## config.mk

```make
export PLATFORM = sky130hd
export DESIGN_NAME = mem_access_unit
export DESIGN_NICKNAME = d
export VERILOG_FILES = /design/src/rtl/mem_access_unit.sv
export SDC_FILE = /design/constraint.sdc
export NUM_CORES = 1
export LEC_CHECK = 0
export BUFFER_PORTS_ARGS = -buffer_cell sky130_fd_sc_hd__buf_2
export CORE_ASPECT_RATIO = 0.6
export CORE_MARGIN = 3
export CORE_UTILIZATION = 30
export CTS_BUF_LIST = sky130_fd_sc_hd__clkbuf_16
export CTS_CLUSTER_DIAMETER = 150
export DETAILED_ROUTE_END_ITERATION = 8
export PLACE_DENSITY_LB_ADDON = 0.05
export SYNTH_ARGS = -nofsm -noshare
export SYNTH_HDL_FRONTEND = slang
export SYNTH_SLANG_ARGS = --single-unit
export TNS_END_PERCENT = 100
```

## constraint.sdc

```tcl
create_clock -name Clk -period 7.42 [get_ports Clk]
set_clock_uncertainty 0.15 [all_clocks]
set_input_delay 1.113 -clock Clk [delete_from_list [all_inputs] [get_ports Clk]]
set_output_delay 1.113 -clock Clk [all_outputs]
set_load 0.02 [all_outputs]
```

## src/rtl/mem_access_unit.sv

```systemverilog
// Load/store unit between a CPU and word-organised memory. It checks alignment, drives
// lane enables and positioned store data, extends load results, and times out stalled accesses.
module mem_access_unit #(
  parameter int TIMEOUT = 15
) (
  input  logic        Clk,
  input  logic        Reset,
  input  logic        Start,
  input  logic [2:0]  Op,
  input  logic [31:0] VAddr,
  input  logic [31:0] WData,
  output logic        Busy,
  output logic        Done,
  output logic [31:0] RData,
  output logic        AddrErr,
  output logic        BusErr,
  output logic        CS,
  output logic        RW,
  output logic [3:0]  BE,
  output logic [31:0] Addr,
  output logic [31:0] MemWData,
  input  logic [31:0] MemRData,
  input  logic        DataReady,
  output logic        MemSign
);

  localparam logic [2:0] OP_LW = 3'd0, OP_LH = 3'd1, OP_LHU = 3'd2, OP_LB = 3'd3,
                         OP_LBU = 3'd4, OP_SW = 3'd5, OP_SH = 3'd6, OP_SB = 3'd7;

  typedef enum logic [1:0] {IDLE, ACCESS, DONE} state_t;

  state_t      state;
  logic [2:0]  op_reg;
  logic [1:0]  off_reg;
  logic [7:0]  cnt;

  logic        misaligned;
  logic        is_store;
  logic [3:0]  be_calc;
  logic [31:0] wdata_calc;
  logic [15:0] half_sel;
  logic [7:0]  byte_sel;
  logic [31:0] load_val;

  assign MemSign = 1'b0;
  assign is_store = Op[2] & (Op[1] | Op[0]);

  // Request decode works on the live CPU inputs; only used at the accept edge.
  always_comb begin
    misaligned = 1'b0;
    be_calc    = 4'b0001 << VAddr[1:0];
    wdata_calc = WData;
    case (Op)
      OP_LW, OP_SW: begin
        misaligned = (VAddr[1:0] != 2'b00);
        be_calc    = 4'b1111;
      end
      OP_LH, OP_LHU, OP_SH: begin
        misaligned = VAddr[0];
        be_calc    = VAddr[1] ? 4'b1100 : 4'b0011;
      end
      default: ;
    endcase
    if (Op == OP_SH) wdata_calc = {2{WData[15:0]}};
    if (Op == OP_SB) wdata_calc = {4{WData[7:0]}};
  end

  // Load extraction uses the latched op/offset so the CPU bus may change during ACCESS.
  always_comb begin
    half_sel = off_reg[1] ? MemRData[31:16] : MemRData[15:0];
    case (off_reg)
      2'd0:    byte_sel = MemRData[7:0];
      2'd1:    byte_sel = MemRData[15:8];
      2'd2:    byte_sel = MemRData[23:16];
      default: byte_sel = MemRData[31:24];
    endcase
    case (op_reg)
      OP_LH:   load_val = {{16{half_sel[15]}}, half_sel};
      OP_LHU:  load_val = {16'h0000, half_sel};
      OP_LB:   load_val = {{24{byte_sel[7]}}, byte_sel};
      OP_LBU:  load_val = {24'h000000, byte_sel};
      default: load_val = MemRData;
    endcase
  end

  always_ff @(posedge Clk or posedge Reset) begin
    if (Reset) begin
      state    <= IDLE;
      op_reg   <= 3'd0;
      off_reg  <= 2'd0;
      cnt      <= 8'd0;
      Busy     <= 1'b0;
      Done     <= 1'b0;
      AddrErr  <= 1'b0;
      BusErr   <= 1'b0;
      CS       <= 1'b0;
      RW       <= 1'b0;
      BE       <= 4'b0000;
      Addr     <= 32'd0;
      MemWData <= 32'd0;
      RData    <= 32'd0;
    end else begin
      Done    <= 1'b0;
      AddrErr <= 1'b0;
      BusErr  <= 1'b0;
      case (state)
        IDLE: begin
          if (Start) begin
            if (misaligned) begin
              AddrErr <= 1'b1;
            end else begin
              state    <= ACCESS;
              Busy     <= 1'b1;
              CS       <= 1'b1;
              RW       <= is_store;
              BE       <= be_calc;
              Addr     <= {VAddr[31:2], 2'b00};
              MemWData <= wdata_calc;
              op_reg   <= Op;
              off_reg  <= VAddr[1:0];
              cnt      <= 8'd0;
            end
          end
        end
        ACCESS: begin
          // DataReady on the final allowed cycle still counts as a successful access.
          if (DataReady || cnt == 8'(TIMEOUT - 1)) begin
            state <= DONE;
            Done  <= 1'b1;
            CS    <= 1'b0;
            RW    <= 1'b0;
            BE    <= 4'b0000;
            if (!DataReady) BusErr <= 1'b1;
            else if (!RW) RData <= load_val;
          end else begin
            cnt <= cnt + 8'd1;
          end
        end
        DONE: begin
          state <= IDLE;
          Busy  <= 1'b0;
        end
        default: state <= IDLE;
      endcase
    end
  end

endmodule

```

==> summary.txt, run 1 <==
Hold path
  – WHS Path Cells: 2
  – HP Class: register to register
  – Worst Hold End: MemWData[5]
  – HP Start: MemWData[5]

Setup path
  – Data arrival time of the critical path: 3.30 ns
  – Reg2reg setup slack: 4.86 ns
  – Reg2Reg Capture Point: BE[1]
  – Startpoint Class: input port
  – Worst Path Max Fanout: 51
  – Crit. End Element: register
  – Reg2reg path depth: 4
  – Reg2reg start: state[1]
  – Critical Path RT: 7.55 ns
  – Setup CP Type: input port to register

Clocking
  – Post-cts sizing count: 0
  – CTS Hold Buffers Added: 0
  – Post-CTS setup buffers: 0
  – CTS Root Cell: clkbuf_16
  – CTS Sinks: 119
  – H-tree depth: 4
  – Max Root-Sink Buffers: 2
  – Skew-Pair Late Insertion Delay: 0.40 ns
  – Total CTS buffers: 17
  – CTS clock-pin slew for the worst setup and hold paths: 0.05 ns
  – CTS tree: built

STA
  – Slew @ Worst Pin: 1.06 ns
  – Post-layout min period: 3.17 ns
  – TNS Setup: 0 ns
  – Final Hold Fails: 0
  – Fin. max-slew vios: 0
  – RSZ-0062 raised after global routing: false
  – Slew headroom: 29.6%
  – Fmax achieved: 316 MHz
  – # setup viols final: 0
  – Crit share post-route: 42.7%

Synth
  – Cell area after synthesis: 0.00554 mm^2
  – Asr flop ratio synth: 100%
  – Register area share after synthesis: 53.8%
  – Mux cell area share after synthesis: 7.37%
  – Synth Register Bits: 119
  – Post-synth EDFFs: 0
  – Synth warnings: 0
  – Post-Synth XOR/XNOR Area: 1.40%
  – Ys flop type: dfrtp_1
  – Largest family of logic cells by synthesized area: simple AND/OR/NAND/NOR gates
  – Post-Synthesis Cells: 581
  – Compound-Gate Fraction of Synth Area: 13.5%
  – Unique masters post-synth: 51
  – Simple logic cell fraction of the synthesized area: 19.1%
  – Syn_area_per_cell: 9.53 um^2
  – Adder-Cell Fraction of Synth Area: 0.452%

Finish
  – Top Registers: MemWData (32), RData (32), Addr (30)
  – Layout area overhead: 30.9%
  – Layout cells sized above 1: 34.0%
  – # nets final: 879
  – N_diodes: 0

Detailed routing
  – Vias per cell: 4.69
  – DR DRC count: 0
  – DR iter-0 viols: 337
  – Metal-1 WL: 9050 um
  – DR top layer: met5
  – DR WL/cell: 17.2 um
  – Total number of vias: 4,782
  – Antenna viol nets, final: 0
  – Initial DRT Pass Iterations: 5
  – Met2 WL: 7090 um
  – Total wire length: 17,600 um
  – Met3 routed WL: 1300 um

Global routing
  – Initial antenna violation count: 2
  – Total global-route track usage: 17.7%
  – Vias in the first global route: 4,875
  – Largest net degree at the start of global routing: 84
  – GRT overflow: 0
  – First-pass GRT wire length: 28,100 um

Flow run
  – Max-Cap Viols: 0

Power
  – Leak pwr: 3.79 nW
  – Design Power: 2.92 mW
  – VDD IR max: 0.000140 V
  – Pwr Density: 403 mW/mm^2

Placed design
  – Routability cong.: 0.796
  – Hpwl dp: 12,800 um
  – PortBufs: 206

Floorplan
  – FP Rows: 37
  – Starting Density: 31.5%
  – Die area: 0.0202 mm^2
  – Die W: 181 um
  – Die H: 111 um
  – Core area: 0.0176 mm^2
  – # IOs: 210

Status
  – Status: finished clean
==> Yosys cell counts (all sizes together) (3+ instances only) <==
master	count	area, um^2
buf	30	184
mux2	4	45.0
a21oi	50	288
inv	8	30.0
nand2b	5	31.3
mux4	5	113
dfrtp	119	2980
nor2	56	220
clkbuf	7	26.3
nand2	170	638
nor3	3	20.0
xor2	7	68.8
a22oi	11	82.6
mux2i	25	250
a221oi	3	26.3
o21ai	31	159
o2bb2ai	4	35.0
a222oi	5	50.1
and2	3	18.8
nand3	7	35.0
==> cells by family (layout without fill, tap and decap cells) <==
family                   after synthesis  in the layout
AND/OR/NAND/NOR                      256            256
adder cells (fa/ha/maj)                2              2
AO/OA/AOI/OAI                        116            116
multiplexers                          34             34
XOR/XNOR                               8              8
flip-flops                           119            119
other                                  1              3
buffers and inverters                 45            248
==> metal layers <==
metal,up-vias,track usage [%]
met5,-,0
met4,4,3.40
met3,9,7.21
met2,147,23.9
met1,2280,26.4
li1,2342,-
==> placed cells by master, fill, tap and decap left out, types with 3 or more instances in the layout <==
cell type / n
buf_2: 206
o21ai_0: 30
a21oi_2: 10
a222oi_1: 5
o2bb2ai_1: 4
nand2b_1: 5
mux4_2: 5
inv_1: 10
conb_1: 3
a221oi_1: 3
xor2_1: 6
buf_4: 3
a22oi_1: 11
a21oi_1: 40
mux2i_1: 25
clkinv_2: 6
nor2_1: 54
nand3_1: 7
and2_1: 3
mux2_2: 4
clkbuf_16: 17
dfrtp_1: 119
nand2_1: 170
==> worst max-delay path, cell delays in order <==
cell and delay, ns:
buf_2 0.36, nand2b_1 0.10, a21oi_1 0.33, o21a_2 0.89
nor2_2 0.19, a22o_1 0.29
==> cell type report <==
| class | instances | area (um^2) |
|---|---|---|
| Inverter | 8 | 32.5 |
| Multi-Input combinational cell | 419 | 2350 |
| Clock inverter | 14 | 120 |
| Timing Repair Buffer | 209 | 1050 |
| Fill cell | 1819 | 10300 |
| Tap cell | 234 | 293 |
| Clock buffer | 17 | 425 |
| Sequential cell | 119 | 2980 |
==> worst max-delay path by stage <==
stage                     start           end  slack (ns)  cells after the start
after global placement    Op[0]         BE[1]        3.93                      6
after detailed placement  Op[0]  MemWData[15]        3.87                      6
final                     Op[0]         BE[1]        4.25                      6
after global routing      Op[0]         BE[1]        4.08                      6
after CTS                 Op[0]         BE[1]        4.27                      6
after floorplan           Reset       AddrErr        3.00                      1
==> power by group <==
part           internal (mW)  total (mW)  switching, mW  leakage (nW)
logic                  0.373        1.09          0.719          2.05
registers              0.884        1.05          0.169          1.46
clock network          0.483       0.778          0.295         0.279
==> stage by stage <==
step / cell area, um^2 / hold WS (ns) / setup slack, ns / cells / utilization (%)
floorplan: 5550 / 0.331 / 3.00 / 583 / -
global placement: 6700 / 0.306 / 3.93 / 989 / 38.1
detailed placement: 6700 / 0.308 / 3.87 / 989 / 38.1
CTS: 7250 / 0.322 / 4.27 / 1020 / 41.2
global route: 7250 / 0.342 / 4.08 / 1020 / 41.2
finish: 7250 / 0.319 / 4.25 / 1020 / 41.2
(Power assumes the default switching activity.)
==> run 2: changes to the inputs <==
==> constraint.sdc (replaced) <==
create_clock -name Clk -period 3.3 [get_ports Clk]
set_clock_uncertainty 0.15 [all_clocks]
set_input_delay 0.495 -clock Clk [delete_from_list [all_inputs] [get_ports Clk]]
set_output_delay 0.495 -clock Clk [all_outputs]
set_load 0.02 [all_outputs]
==> summary.txt, run 2 (same netlist as run 1, synthesis figures left out) <==
Status
  – Status: finished clean (unchanged)

Global routing
  – GRT overflow: 0 (unchanged)
  – Vias in the first global route: 4,993 (was 4,875)
  – Initial antenna violation count: 0 (was 2)
  – Largest net degree at the start of global routing: 63 (was 84)
  – First-pass GRT wire length: 27,800 um (was 28,100 um)
  – Total global-route track usage: 17.3% (was 17.7%)

Setup path
  – Crit. End Element: register (unchanged)
  – Worst Path Max Fanout: 16 (was 51)
  – Critical Path RT: 3.41 ns (was 7.55 ns)
  – Data arrival time of the critical path: 2.35 ns (was 3.30 ns)
  – Startpoint Class: register (was input port)
  – Reg2reg setup slack: 1.07 ns (was 4.86 ns)
  – Setup CP Type: register to register (was input port to register)

Floorplan
  – Starting Density: 31.5% (unchanged)
  – Die area: 0.0202 mm^2 (unchanged)
  – Die W: 181 um (unchanged)
  – # IOs: 210 (unchanged)
  – Die H: 111 um (unchanged)
  – FP Rows: 37 (unchanged)
  – Core area: 0.0176 mm^2 (unchanged)

STA
  – Final Hold Fails: 0 (unchanged)
  – Fin. max-slew vios: 0 (unchanged)
  – # setup viols final: 0 (unchanged)
  – TNS Setup: 0 ns (unchanged)
  – RSZ-0062 raised after global routing: false (unchanged)
  – Post-layout min period: 2.23 ns
  – Slew @ Worst Pin: 0.996 ns (was 1.06 ns)
  – Fin worst setup slack: 1.07 ns (was 4.25 ns)
  – Crit share post-route: 67.6%
  – Slew headroom: 33.4% (was 29.6%)
  – Fmax achieved: 448 MHz

Flow run
  – Max-Cap Viols: 0 (unchanged)

Clocking
  – CTS clock-pin slew for the worst setup and hold paths: 0.06 ns (was 0.05 ns)
  – Skew-Pair Late Insertion Delay: 0.40 ns (about the same)
  – Post-cts sizing count: 0 (unchanged)
  – Total CTS buffers: 17 (unchanged)
  – Max Root-Sink Buffers: 2 (unchanged)
  – CTS tree: built (unchanged)
  – H-tree depth: 4 (unchanged)
  – CTS Root Cell: clkbuf_16 (unchanged)
  – Post-CTS setup buffers: 0 (unchanged)
  – CTS Sinks: 119 (unchanged)
  – CTS Hold Buffers Added: 0 (unchanged)

Finish
  – Design Area, Final: 0.00732 mm^2 (was 0.00725 mm^2)
  – Top Registers: MemWData (32), RData (32), Addr (30) (unchanged)
  – Layout cells sized above 1: 34.4% (was 34.0%)
  – Layout area overhead: 32.2% (was 30.9%)
  – Most common cell after layout, fill and taps aside: buf_2 (unchanged)
  – Most frequent cells in the layout: buf_2, nand2_1, dfrtp_1 (unchanged)
  – # nets final: 883 (was 879)
  – N_diodes: 0 (unchanged)

Placed design
  – Post-DP Area: 0.00674 mm^2 (was 0.00670 mm^2)
  – Routability cong.: 0.790 (was 0.796)
  – Hpwl dp: 12,700 um (was 12,800 um)
  – PortBufs: 206 (unchanged)
  – Place WS: 0.808 ns (was 3.87 ns)

Power
  – Clock network fraction of design power: 27.5% (was 26.6%)
  – VDD IR max: 0.000350 V (was 0.000140 V)
  – Sw Share: 40.7% (was 40.5%)
  – Psw: 2.71 mW (was 1.18 mW)
  – Pwr Density: 910 mW/mm^2 (was 403 mW/mm^2)
  – Internal: 3.95 mW (was 1.74 mW)
  – Leak pwr: 3.79 nW (about the same)
  – Design Power: 6.66 mW (was 2.92 mW)
  – Reg power frac: 35.5% (was 36.0%)
  – Gate power share: 37.0% (was 37.4%)

Detailed routing
  – DR iter-0 viols: 376 (was 337)
  – DR DRC count: 0 (unchanged)
  – Initial DRT Pass Iterations: 7 (was 5)
  – Total number of vias: 4,838 (was 4,782)
  – Vias per cell: 4.72 (was 4.69)
  – Antenna viol nets, final: 0 (unchanged)
  – Total wire length: 17,300 um (was 17,600 um)
  – DR WL/cell: 16.9 um (was 17.2 um)

Hold path
  – HP Class: input port to async pin (was register to register)
run 2: critical path: stages (launching register included):
cell and delay (ns):
dfrtp_1 0.69, mux4_2 0.63, mux2i_1 0.18, o31a_4 0.32, a21oi_1 0.11
run 2: routing by layer:
layer	global-route usage, %	part of all wire, %
met5	0	0
met4	3.90	0.17
met3	4.89	7.0
met2	24.1	42
met1	26.4	50
run 2: final timing paths:
path | from | to | cells after the start
max | off_reg[0] | RData[28] | 4
min | Reset | MemWData[27] | 2
max reg2reg | off_reg[0] | RData[28] | 4
min reg2reg | Addr[28] | Addr[28] | 2
max in group asynchronous | Reset | Addr[28] | 3
min in group Clk | VAddr[11] | Addr[11] | 3
run 2: power groups by stage:
stage	combinational (mW)	sequential (mW)	clock, mW
final	2.46	2.37	1.83
after global routing	2.71	2.44	1.96
after CTS	2.50	2.37	1.88
after detailed placement	2.50	2.38	0
after global placement	2.48	2.38	0
after floorplan	1.03	2.91	0
run 2: cell type report:
type	instances	area [um^2]
fill	1819	10300
sequential	119	2980
multi-input combinational	419	2340
timing repair buffer	213	1100
clock buffer	17	425
tap	234	293
clock inverter	15	153
inverter	8	33.8
run 2: through the flow:
step	util, %	std cells	hold slack, ns
after global placement	38.3	993	0.305
after global routing	41.6	1025	0.0473
after CTS	41.6	1025	0.00908
final	41.6	1025	0.00558
after floorplan	-	583	0.331
after detailed placement	38.3	993	0.309
